===== config.mk =====
export PLATFORM = sky130hd
export DESIGN_NAME = fetch_stage
export DESIGN_NICKNAME = d
export VERILOG_FILES = /design/src/rtl/fetch_stage.sv
export SDC_FILE = /design/constraint.sdc
export NUM_CORES = 1
export LEC_CHECK = 0
export BUFFER_PORTS_ARGS = -buffer_cell sky130_fd_sc_hd__buf_2
export CORE_ASPECT_RATIO = 2
export CORE_MARGIN = 1.5
export CORE_UTILIZATION = 49
export DETAILED_ROUTE_END_ITERATION = 10
export PLACE_DENSITY = 0.73
export SYNTH_ARGS = -nofsm -noshare
export SYNTH_HDL_FRONTEND = slang
export SYNTH_SLANG_ARGS = --single-unit

===== constraint.sdc =====
create_clock -name clk -period 4.1 [get_ports clk]
set_clock_uncertainty 0.05 [all_clocks]
set_input_delay 0.615 -clock clk [delete_from_list [all_inputs] [get_ports clk]]
set_output_delay 0.615 -clock clk [all_outputs]
set_load 0.005 [all_outputs]

===== src/rtl/fetch_stage.sv =====
// Instruction-fetch stage: owns the fetch PC, keeps one imem request in flight,
// parks responses that arrive under a decode stall, and drives the IF/ID register.
module fetch_stage #(
    parameter logic [31:0] RESET_PC  = 32'h0000_0000,
    parameter logic [31:0] NOP_INSTR = 32'h0000_0013
) (
    input  logic        clk,
    input  logic        rst,
    output logic        imem_req,
    output logic [31:0] imem_addr,
    input  logic        imem_rvalid,
    input  logic [31:0] imem_rdata,
    input  logic        stall_d,
    input  logic        redirect_e,
    input  logic [31:0] redirect_pc_e,
    output logic [31:0] instr_d,
    output logic [31:0] pc_d,
    output logic [31:0] pc_plus4_d,
    output logic        valid_d,
    output logic [2:0]  dbg_state
);

    // imem handshake: imem_req is a one-cycle strobe raised only when nothing is
    // outstanding; the memory always accepts it and answers with exactly one
    // imem_rvalid pulse, no earlier than the cycle after the request.
    typedef enum logic [2:0] {
        ST_RESET   = 3'd0,
        ST_ISSUE   = 3'd1,
        ST_WAIT    = 3'd2,
        ST_DISCARD = 3'd3,
        ST_HOLD    = 3'd4
    } state_t;

    state_t      state_q, state_d;
    logic [31:0] pc_f_q, pc_f_d;
    logic [31:0] skid_instr_q, skid_instr_d;
    logic [31:0] skid_pc_q, skid_pc_d;
    logic [31:0] instr_d_q, instr_d_d;
    logic [31:0] pc_d_q, pc_d_d;
    logic [31:0] pc_plus4_d_q, pc_plus4_d_d;
    logic        valid_d_q, valid_d_d;

    logic        deliver;
    logic [31:0] deliver_instr;
    logic [31:0] deliver_pc;
    logic [31:0] redirect_tgt;
    logic [31:0] pc_f_plus4;

    assign redirect_tgt = redirect_pc_e & ~32'h0000_0003;
    assign pc_f_plus4   = pc_f_q + 32'd4;

    always_ff @(posedge clk or negedge rst) begin
        if (!rst) begin
            state_q      <= ST_RESET;
            pc_f_q       <= RESET_PC;
            skid_instr_q <= 32'd0;
            skid_pc_q    <= 32'd0;
            instr_d_q    <= NOP_INSTR;
            pc_d_q       <= 32'd0;
            pc_plus4_d_q <= 32'd0;
            valid_d_q    <= 1'b0;
        end else begin
            state_q      <= state_d;
            pc_f_q       <= pc_f_d;
            skid_instr_q <= skid_instr_d;
            skid_pc_q    <= skid_pc_d;
            instr_d_q    <= instr_d_d;
            pc_d_q       <= pc_d_d;
            pc_plus4_d_q <= pc_plus4_d_d;
            valid_d_q    <= valid_d_d;
        end
    end

    always_comb begin
        state_d       = state_q;
        pc_f_d        = pc_f_q;
        skid_instr_d  = skid_instr_q;
        skid_pc_d     = skid_pc_q;
        deliver       = 1'b0;
        deliver_instr = NOP_INSTR;
        deliver_pc    = pc_f_q;

        unique case (state_q)
            ST_RESET: begin
                state_d = ST_ISSUE;
                if (redirect_e) pc_f_d = redirect_tgt;
            end
            ST_ISSUE: begin
                // A redirect here lands after the request left, so its answer must be eaten.
                if (redirect_e) begin
                    pc_f_d  = redirect_tgt;
                    state_d = ST_DISCARD;
                end else begin
                    state_d = ST_WAIT;
                end
            end
            ST_WAIT: begin
                if (redirect_e) begin
                    pc_f_d  = redirect_tgt;
                    state_d = imem_rvalid ? ST_ISSUE : ST_DISCARD;
                end else if (imem_rvalid) begin
                    pc_f_d = pc_f_plus4;
                    if (stall_d) begin
                        skid_instr_d = imem_rdata;
                        skid_pc_d    = pc_f_q;
                        state_d      = ST_HOLD;
                    end else begin
                        deliver       = 1'b1;
                        deliver_instr = imem_rdata;
                        deliver_pc    = pc_f_q;
                        state_d       = ST_ISSUE;
                    end
                end
            end
            ST_DISCARD: begin
                if (redirect_e) pc_f_d = redirect_tgt;
                if (imem_rvalid) state_d = ST_ISSUE;
            end
            ST_HOLD: begin
                if (redirect_e) begin
                    skid_instr_d = 32'd0;
                    skid_pc_d    = 32'd0;
                    pc_f_d       = redirect_tgt;
                    state_d      = ST_ISSUE;
                end else if (!stall_d) begin
                    deliver       = 1'b1;
                    deliver_instr = skid_instr_q;
                    deliver_pc    = skid_pc_q;
                    state_d       = ST_ISSUE;
                end
            end
            default: state_d = ST_RESET;
        endcase
    end

    // IF/ID: flush beats stall; a stall freezes everything; otherwise load or bubble.
    always_comb begin
        instr_d_d    = instr_d_q;
        pc_d_d       = pc_d_q;
        pc_plus4_d_d = pc_plus4_d_q;
        valid_d_d    = valid_d_q;
        if (redirect_e) begin
            valid_d_d = 1'b0;
            instr_d_d = NOP_INSTR;
        end else if (!stall_d) begin
            if (deliver) begin
                instr_d_d    = deliver_instr;
                pc_d_d       = deliver_pc;
                pc_plus4_d_d = deliver_pc + 32'd4;
                valid_d_d    = 1'b1;
            end else begin
                instr_d_d = NOP_INSTR;
                valid_d_d = 1'b0;
            end
        end
    end

    assign imem_req   = (state_q == ST_ISSUE);
    assign imem_addr  = pc_f_q;
    assign instr_d    = instr_d_q;
    assign pc_d       = pc_d_q;
    assign pc_plus4_d = pc_plus4_d_q;
    assign valid_d    = valid_d_q;
    assign dbg_state  = state_q;

endmodule


==> metrics, run 1 <==
status=finished, final reports clean; Antenna Nets Post-Route=0; Syn-to-layout area delta=18.1%; final setup fails=0; GRT Residual Overflow=0; startpoint types=flip-flop; Die ar.=0.0203 mm2; antenna violations before repair=1; switching share of power=36.4%; Worst-path clk slew=0.07 ns; combinational fraction of design power=28.2%; Setup crit start=dbg_state[0]; highest clock rate=0.308 GHz; max_slew headroom=15.8%; hpwl dp=18400 um; Hold Fails Final Rpt=0; vias in the first global route=7986; Main synth FF type=dfrtp_1; setup_tns=0 ns; FILL cells=1722; Worst-Margin Slew=1.26 ns; Max clock buf depth=2; Leakage=5.36 nW; GRT Total Usage=26.6%; number of flops mapped to enable cells by yosys=0; I/O Buffers=197; r2r setup slk=0.85 ns; DRT iter0 DRCs=441; Period minus WS final=3.25 ns; Post-Syn Area per Cell=9.12 um2; Resized cells post-CTS=0; pwr dens=612 mW/mm2; setup slack at placement=0.680 ns; Routed WL per cell=17.9 um; period utilization=79.3%; I/O pin total=202; first-pass GRT wire length=41800 um; Synth cell types=62; fin nets=1262; worst path required time=4.35 ns; initial core utilization=50.3%; core area=0.0189 mm2; crit-path max FO=17; final WL=26100 um; sequential area share after synthesis=50.5%; CTS buffer count=17; unrepaired setup endpoints after global routing=false; Die X=102 um; vias per std cell=5.73; CP Capture Type=flip-flop; Hold Path Class=input pin to async pin; power share of the clock group=24.6%; Synth Instances=1043; Pins Over Slew Limit=0; Reg power frac=47.3%; share of cells above drive strength 1=22.3%; Reg2Reg Depth=10; cell area after placement=0.0106 mm2; Pwr Total=6.88 mW; number of synthesized register bits=192; crit path capture=pc_plus4_d[26]; gp weighted congestion=0.888; worst skew pair latency=0.45 ns; 1st-pass router iterations=5; Final Instance Area=0.0112 mm2; Placed Instances=1427; fraction of registers with async set/reset=100%; Residual DRC=0; Crit Reg-Reg Endpoint=pc_plus4_d[26]; fin util=59.4%; WS Path Type=flip-flop to flip-flop; Post-Syn Area=0.00951 mm2; pin count of the biggest net entering global routing=112; Ys Warns=0; sw power=2.51 mW; worst path arrival time=3.50 ns; final std cells w/o fill=1460; reg2reg start=dbg_state[0]; Internal=4.37 mW; Final WS setup=0.849 ns; maxcap violations=0; Worst Hold Slack=0.207 ns; Vias=8362; CTS sink cnt=192; # hold bufs at CTS=0; Setup Fix Bufs, Post-CTS=0; num rows=71; Die Y-Extent=200 um; Root Buffer=clkbuf_16; peak supply drop=355 uV; CTS H-tree depth=4; CTS tree=yes
## flip-flops by register name, summed over array words and instances (netlist names)
signal,cells
skid_pc_q,32
skid_instr_q,32
valid_d,1
imem_addr,30
pc_d,32
dbg_state,3
pc_plus4_d,30
instr_d,32
## Yosys cell counts (all sizes together) (2+ instances only)
cell	number	area, um2
a32oi	2	17.5
nand2	215	815
a221o	4	40.0
mux2i	23	230
nor2	44	173
a41oi	2	17.5
inv	7	26.3
a21oi	57	285
nor3	6	30.0
a22o	30	263
ha	2	25.0
a22oi	34	255
and3	17	106
a21o	6	45.0
nand4b	4	35.0
buf	24	146
clkbuf	63	236
o22a	8	70.1
and2b	2	15.0
o32ai	2	17.5
xor2	8	70.1
o22ai	9	56.3
dfstp	3	78.8
o21ai	151	759
nor4b	2	32.5
and4	7	61.3
a31oi	8	50.1
nand2b	5	31.3
nand4	17	106
o21a	2	15.0
o211ai	8	65.1
o2bb2a	2	20.0
dfrtp	189	4730
nor4	4	52.6
xnor2	19	166
and2	6	37.5
nand3	36	180
o2bb2ai	2	36.3
or3	3	18.8
o2111ai	2	23.8
## layout make-up
cell class / count / area (um2) / area share (%)
flip-flops and latches: 192 / 4810 / 42.8
multi-input cells: 758 / 4330 / 38.6
repair buffers: 215 / 1150 / 10.3
clock buffers: 18 / 439 / 3.91
well taps: 255 / 319 / 2.84
clock inverters: 14 / 155 / 1.38
inverters: 7 / 26.3 / 0.234
diodes: 1 / 2.50 / 0.0223
## how the worst min path moves through the flow
stage / from / to / slack (ns) / cells past startpoint
after floorplan: rst / dbg_state[0] / 0.27 / 0
after global placement: instr_d[16] / instr_d[16] / 0.40 / 2
after global routing: rst / imem_addr[8] / 0.29 / 1
after CTS: rst / imem_addr[8] / 0.29 / 1
final: rst / imem_addr[8] / 0.21 / 1
after detailed placement: pc_plus4_d[3] / pc_plus4_d[3] / 0.41 / 2
## power by group through the flow
stage                     Combinational (mW)  Clock [mW]  Sequential, mW
after floorplan                         1.22           0            3.04
after detailed placement                1.95           0            3.27
after global placement                  1.90           0            3.24
final                                   1.94        1.69            3.25
after global routing                    2.19        1.80            3.35
after CTS                               1.96        1.72            3.24
## critical path, cell delays in order (launching register included)
cell and delay [ns]:
dfrtp_1 0.61, or4b_1 0.67, nor2_4 0.12, nand2_1 0.06
nand2_1 0.09, ha_1 0.35, nand3_1 0.17, o31ai_4 0.55
nand4_1 0.19, xnor2_1 0.18, o21ai_1 0.07
## kinds of logic (layout without fill, tap and decap cells)
kind of cell,Yosys count,in the layout,synth area share [%]
fa+ha+maj,2,2,0.263
buf+inv,94,254,4.30
flops,192,192,50.5
simple gates,373,373,18.2
xor+xnor,27,27,2.49
compound gates,331,331,21.7
mux,23,23,2.42
other cells,1,3,0.0394
## routing by layer
metal | vias to the layer above | track usage (%) | routed length [um]
li1 | 4006 | - | -
met2 | 286 | 45.2 | 13700
met3 | 55 | 4.67 | 1390
met1 | 4015 | 32.4 | 10200
met5 | - | 0 | 0
met4 | 0 | 12.4 | 816
## layout by cell type, fill, tap and decap left out, types with 7 or more instances in the layout
cell type    n
and3_1      17
xnor2_1     19
xor2_1       8
a22oi_1     34
mux2i_1     23
nand4_1     17
a22o_1      30
nand2_1    214
dfrtp_1    189
o21ai_1     19
nor2_1      42
o22ai_1      9
and4_1       7
buf_2      196
o21ai_0    131
o22a_1       8
nand3_1     36
buf_4       16
clkbuf_16   17
a21oi_1     56
o211ai_1     7
a31oi_1      8
(Power assumes the default switching activity.)
==> inputs of run 2 (changes only) <==
--- a/config.mk
+++ b/config.mk
@@ -5,12 +5,13 @@
 export SDC_FILE = /design/constraint.sdc
 export NUM_CORES = 1
 export LEC_CHECK = 0
+export ABC_AREA = 1
 export BUFFER_PORTS_ARGS = -buffer_cell sky130_fd_sc_hd__buf_2
 export CORE_ASPECT_RATIO = 2
 export CORE_MARGIN = 1.5
 export CORE_UTILIZATION = 49
 export DETAILED_ROUTE_END_ITERATION = 10
-export PLACE_DENSITY = 0.73
+export PLACE_DENSITY = 0.75
 export SYNTH_ARGS = -nofsm -noshare
 export SYNTH_HDL_FRONTEND = slang
 export SYNTH_SLANG_ARGS = --single-unit
==> constraint.sdc (replaced) <==
create_clock -name clk -period 2.73 [get_ports clk]
set_clock_uncertainty 0.05 [all_clocks]
set_input_delay 0.4095 -clock clk [delete_from_list [all_inputs] [get_ports clk]]
set_output_delay 0.4095 -clock clk [all_outputs]
set_load 0.005 [all_outputs]
==> run 2 against run 1 <==
Effect of this change: combinational power increased by 140%; highest routed layer unchanged; critical path type unchanged; largest cell class unchanged; register-to-register slack got worse by 0.63 ns; critical endpoint unchanged; design area up 7.7%; synthesized cell count increased by 29%.
==> metrics, run 2 <==
status=finished, final reports clean (unchanged); Leakage=5.94 nW (was 5.36 nW); Die X=105 um (was 102 um); peak supply drop=464 uV (was 355 uV); unrepaired setup endpoints after global routing=false (unchanged); hpwl dp=22000 um (was 18400 um); core area=0.0205 mm2 (was 0.0189 mm2); Worst-path clk slew=0.07 ns (about the same); vias per std cell=5.54 (was 5.73); max_slew headroom=32.1% (was 15.8%); reg2reg start=dbg_state[0] (unchanged); cell area after placement=0.0115 mm2 (was 0.0106 mm2); Residual DRC=0 (unchanged); Post-Syn Area per Cell=7.58 um2 (was 9.12 um2); Period minus WS final=2.52 ns (was 3.25 ns); Ys Warns=0 (unchanged); initial core utilization=50.0% (was 50.3%); number of flops mapped to enable cells by yosys=0 (unchanged); WS Path Type=flip-flop to flip-flop (unchanged); fraction of registers with async set/reset=100% (unchanged); Synth Instances=1348 (was 1043); start point of the worst min-delay path=imem_rvalid; most frequent cells in the layout=nand2_1 (355), buf_2 (196), dfrtp_1 (189) (was nand2_1 (214), buf_2 (196), dfrtp_1 (189)); pin count of the biggest net entering global routing=118 (was 112); Synth cell types=43 (was 62); largest family of logic cells by synthesized area=simple AND/OR/NAND/NOR gates (was compound AO/OA/AOI/OAI gates); final WL=30000 um (was 26100 um); startpoint types=flip-flop (unchanged); gp weighted congestion=1.00 (was 0.888); CTS buffer count=17 (unchanged); synth top area cells=dfrtp_1 (46%), nand2_1 (13%), o21ai_0 (8.9%) (was dfrtp_1 (50%), nand2_1 (8.4%), o21ai_0 (6.9%)); worst skew pair latency=0.44 ns (was 0.45 ns); share of cells above drive strength 1=19.2% (was 22.3%); final setup fails=0 (unchanged); num rows=74 (was 71); Synth Area in XOR/XNOR=1.37% (was 2.49%); Hold Path Class=input pin to flip-flop (was input pin to async pin); Crit Reg-Reg Endpoint=pc_plus4_d[26] (unchanged); Root Buffer=clkbuf_16 (unchanged); Worst-Margin Slew=1.02 ns (was 1.26 ns); number of synthesized register bits=192 (unchanged); area share of and/or/nand/nor cells after synthesis=26.7% (was 18.2%); Pins Over Slew Limit=0 (unchanged); period utilization=92.1% (was 79.3%); CP Capture Type=flip-flop (unchanged); Synth Area in Compound Gates=16.2% (was 21.7%); Hold Path Sink=dbg_state[0]; commonest non-fill, non-tap cell in the layout=nand2_1 (unchanged); r2r setup slk=0.21 ns (was 0.85 ns); Hold Fails Final Rpt=0 (unchanged); sequential area share after synthesis=47.0% (was 50.5%); GRT Total Usage=28.5% (was 26.6%); pwr dens=987 mW/mm2 (was 612 mW/mm2); worst path arrival time=2.79 ns (was 3.50 ns); CTS H-tree depth=4 (unchanged); setup_tns=0 ns (unchanged); adder-cell share of the synthesized area=0.245% (was 0.263%); area leader, netlist=dfrtp_1 (unchanged); Die ar.=0.0218 mm2 (was 0.0203 mm2); Final Instance Area=0.0121 mm2 (was 0.0112 mm2); Die Y-Extent=207 um (was 200 um); I/O Buffers=197 (unchanged); top cell type's share of synthesized area=46.3% (was 49.7%); worst path required time=3.01 ns (was 4.35 ns); Routed WL per cell=16.7 um (was 17.9 um); GRT Residual Overflow=0 (unchanged); most common cell in the synthesized netlist=nand2_1 (unchanged); maxcap violations=0 (unchanged); I/O pin total=202 (unchanged); DRT iter0 DRCs=663 (was 441); highest clock rate=0.398 GHz (was 0.308 GHz); Vias=9960 (was 8362); vias in the first global route=9785 (was 7986); Hold Path Cell Cnt=2; 1st-pass router iterations=6 (was 5); antenna violations before repair=1 (unchanged); Antenna Nets Post-Route=0 (unchanged); Syn-to-layout area delta=18.4% (was 18.1%); Post-Syn Area=0.0102 mm2 (was 0.00951 mm2); Main synth FF type=dfrtp_1 (unchanged); mux contribution to synthesized area=0% (was 2.42%); Setup Fix Bufs, Post-CTS=0 (unchanged); top cells by count, synth=nand2_1 (355), dfrtp_1 (189), o21ai_0 (182), inv_1 (120) (was nand2_1 (214), dfrtp_1 (189), o21ai_0 (131), clkbuf_1 (63), a21oi_1 (57)); CTS tree=yes (unchanged); Max clock buf depth=2 (unchanged); crit-path max FO=49 (was 17); CTS sink cnt=192 (unchanged); first-pass GRT wire length=49600 um (was 41800 um); Reg2Reg Depth=10 (unchanged); fin nets=1590 (was 1262)
==> run 2: timing repair <==
| item | CTS | global route |
|---|---|---|
| resized for setup | 0 | 1 |
| hold buffers | 1 | 0 |
| setup endpoints to repair | 0 | 4 |
| endpoints found under the hold margin | 65 | 0 |
==> run 2: worst max path at each step <==
stage,from,end,slack (ns),depth (start not counted)
final,dbg_state[0],pc_plus4_d[26],0.21,10
after global routing,dbg_state[1],skid_instr_q[19],0.03,10
after CTS,dbg_state[0],pc_plus4_d[14],0.20,13
after detailed placement,stall_d,pc_plus4_d[18],0.16,12
after global placement,redirect_e,pc_plus4_d[14],0.23,13
after floorplan,dbg_state[0],pc_plus4_d[26],0.51,15
==> run 2: area by class of cell <==
class	count	area, um2
Timing Repair Buffer	228	1320
Fill cell	1937	8360
Antenna cell	1	2.50
Inverter	127	477
Sequential cell	192	4810
Clock buffer	20	457
Multi-Input combinational cell	953	4580
Tap cell	266	333
Clock inverter	11	129
==> run 2: metrics by stage <==
stage / setup WS (ns) / cells / hold slack (ns) / utilization [%] / power, mW
after floorplan: 0.508 / 1349 / 0.0639 / - / 7.48
after global placement: 0.231 / 1765 / 0.409 / 56.2 / 9.27
after detailed placement: 0.163 / 1765 / 0.412 / 56.2 / 9.41
after CTS: 0.196 / 1797 / 0.106 / 59.1 / 12.0
after global routing: 0.0276 / 1798 / 0.117 / 59.2 / 12.9
final: 0.214 / 1798 / 0.126 / 59.2 / 12.0
==> run 2: worst max-delay path: stages, from the launching register on <==
cell and delay, ns:
dfrtp_1 0.44, nor2_4 0.18, nand3_2 0.24, buf_12 0.26, o21ai_2 0.28, nand2_1 0.16
nor2_1 0.19, nor3b_2 0.30, nand3_1 0.12, nand2_1 0.08, nand3_1 0.06
==> run 2: logic make-up (layout without fill, tap and decap cells) <==
logic type      after synthesis  in the layout
buf+inv                     204            386
flops                       192            192
other cells                   1              3
compound gates              289            289
xor+xnor                     16             16
simple gates                644            644
fa+ha+maj                     2              2
==> run 2: per-layer routing <==
metal / part of all wire (%) / track usage, % / vias up
met5: 0 / 0 / -
met4: 5.1 / 16.0 / 0
met3: 5.5 / 4.58 / 95
met2: 52 / 49.5 / 408
met1: 38 / 33.1 / 4660
li1: - / - / 4797
==> run 2: power by group <==
group          switching (mW)  internal [mW]
combinational            2.89           1.69
clock                    1.12           1.40
sequential              0.917           3.93
==> inputs of run 3 (changes only) <==
--- a/config.mk
+++ b/config.mk
@@ -12,6 +12,7 @@
 export CORE_UTILIZATION = 49
 export DETAILED_ROUTE_END_ITERATION = 10
 export PLACE_DENSITY = 0.75
+export REMOVE_ABC_BUFFERS = 1
 export SYNTH_ARGS = -nofsm -noshare
 export SYNTH_HDL_FRONTEND = slang
 export SYNTH_SLANG_ARGS = --single-unit
==> run 3 against run 2 <==
Effect of this change: setup slack better by 0.0031 ns; via count about the same; highest routed layer unchanged; total power up 0.33%; first-iteration DRC count up 6.6%; largest power group unchanged; global-route usage up 0.48 points; combinational power up 2%; maximum frequency up 0.12%.
==> metrics, run 3 (synthesis gave the netlist of run 2 again) <==
crit-path max FO=5 (was 49); worst path arrival time=2.80 ns (was 2.79 ns); CTS buffer count=17 (unchanged); highest clock rate=0.398 GHz (about the same); I/O Buffers=197 (unchanged); num rows=74 (unchanged); Leakage=5.99 nW (was 5.94 nW); final setup fails=0 (unchanged); Final Instance Area=0.0122 mm2 (was 0.0121 mm2); pin count of the biggest net entering global routing=67 (was 118); Vias=9967 (was 9960); peak supply drop=438 uV (was 464 uV); Pins Over Slew Limit=0 (unchanged); first-pass GRT wire length=50100 um (was 49600 um); Multi-input gate area=0.00460 mm2 (was 0.00458 mm2); register area=0.00481 mm2 (unchanged); Worst-Margin Slew=0.730 ns (was 1.02 ns); commonest non-fill, non-tap cell in the layout=nand2_1 (unchanged); Routed WL per cell=17.1 um (was 16.7 um); cell area after placement=0.0116 mm2 (was 0.0115 mm2); status=finished, final reports clean (unchanged); unrepaired setup endpoints after global routing=false (unchanged); share of cells above drive strength 1=19.9% (was 19.2%); initial core utilization=50.0% (unchanged); CTS H-tree depth=4 (unchanged); Die ar.=0.0218 mm2 (unchanged); GRT Residual Overflow=0 (unchanged); CP Capture Type=flip-flop (unchanged); most frequent cells in the layout=nand2_1 (355), buf_2 (196), dfrtp_1 (189) (unchanged); antenna violations before repair=1 (unchanged); maxcap violations=0 (unchanged); Syn-to-layout area delta=19.2% (was 18.4%); 1st-pass router iterations=7 (was 6); Die Y-Extent=207 um (unchanged); Max clock buf depth=2 (unchanged); Pwr Total=12.0 mW (about the same); Setup Fix Bufs, Post-CTS=0 (unchanged); Worst-path clk slew=0.07 ns (about the same); core area=0.0205 mm2 (unchanged); FILL cells=1926 (was 1937); vias per std cell=5.51 (was 5.54); I/O pin total=202 (unchanged); CTS sink cnt=192 (unchanged); fin nets=1599 (was 1590); Hold Fails Final Rpt=0 (unchanged); worst path required time=3.02 ns (was 3.01 ns); hpwl dp=22700 um (was 22000 um); pwr dens=984 mW/mm2 (was 987 mW/mm2); CTS tree=yes (unchanged); Root Buffer=clkbuf_16 (unchanged); startpoint types=flip-flop (unchanged); period utilization=92.0% (was 92.1%); final WL=30900 um (was 30000 um); GRT Total Usage=29.0% (was 28.5%); Hold Path Class=input pin to flip-flop (unchanged); WS Path Type=flip-flop to flip-flop (unchanged); DRT iter0 DRCs=707 (was 663); Die X=105 um (unchanged); Antenna Nets Post-Route=0 (unchanged); worst skew pair latency=0.46 ns (was 0.44 ns); max_slew headroom=51.3% (was 32.1%); vias in the first global route=9908 (was 9785); Residual DRC=0 (unchanged); Period minus WS final=2.51 ns (was 2.52 ns); gp weighted congestion=0.916 (was 1.00)
-- run 3: cell types whose count changed in the layout (fill, tap and decap cells not counted), sizes merged --
cell / delta
buf: +9
bufinv: -1
clkbuf: -1
clkinv: +4
clkinvlp: -2
inv: +1
-- run 3: worst max-delay path, stage by stage, from the launching register on --
cell and delay (ns):
dfrtp_1 0.45, nor2_4 0.21, nand2_2 0.10, nor2_4 0.17, nand2_1 0.09, nand2_2 0.12
ha_1 0.22, nand2_1 0.10, nor2_2 0.14, buf_4 0.13, nand3_1 0.19, nor2_2 0.23
nand3_1 0.10, nand2_1 0.07, nor2_1 0.03
-- run 3: report_power, final --
| group | total, mW | internal [mW] | switching, mW |
|---|---|---|---|
| combinational | 4.65 | 1.73 | 2.92 |
| clock | 2.49 | 1.32 | 1.16 |
| sequential | 4.85 | 3.93 | 0.921 |
-- run 3: final timing paths --
kind                              start               to  slack (ns)  cells past startpoint
max in group asynchronous           rst       instr_d[3]        1.42                      3
max reg2reg                dbg_state[0]   pc_plus4_d[24]        0.22                     14
min reg2reg                 instr_d[23]      instr_d[23]        0.43                      2
min                         imem_rvalid     dbg_state[0]        0.16                      2
min in group asynchronous           rst  skid_instr_q[4]        0.42                      2
max                        dbg_state[0]   pc_plus4_d[24]        0.22                     14
-- run 3: cell type report --
class,instances,share of cell area [%]
Sequential cell,192,39.5
Antenna cell,1,0.0205
Tap cell,266,2.73
Multi-Input combinational cell,953,37.7
Clock inverter,13,1.04
Inverter,127,3.91
Timing Repair Buffer,237,11.4
Clock buffer,19,3.72
-- run 3: per-layer routing --
| layer | track usage, % | share of wire, % |
|---|---|---|
| met3 | 4.49 | 5.2 |
| met4 | 17.1 | 5.1 |
| met5 | 0 | 0 |
| met2 | 51.9 | 53 |
| met1 | 32.0 | 37 |
-- run 3: through the flow --
stage               setup TNS, ns  hold WS (ns)  util (%)  worst slack (ns)  cells
floorplan                 -256.94        0.0639         -             -2.60   1272
global placement                0         0.337      56.5             0.174   1774
detailed placement              0         0.334      56.5             0.106   1774
CTS                             0         0.139      59.4            0.0729   1807
global route                    0         0.158      59.5            0.0260   1808
finish                          0         0.155      59.5             0.218   1808
-- run 3: timing repair --
item                       in CTS  in global routing
hold buffers                    1                  0
setup endpoints to repair       0                 64
resized for setup               0                  4
hold endpoints to repair       42                  0
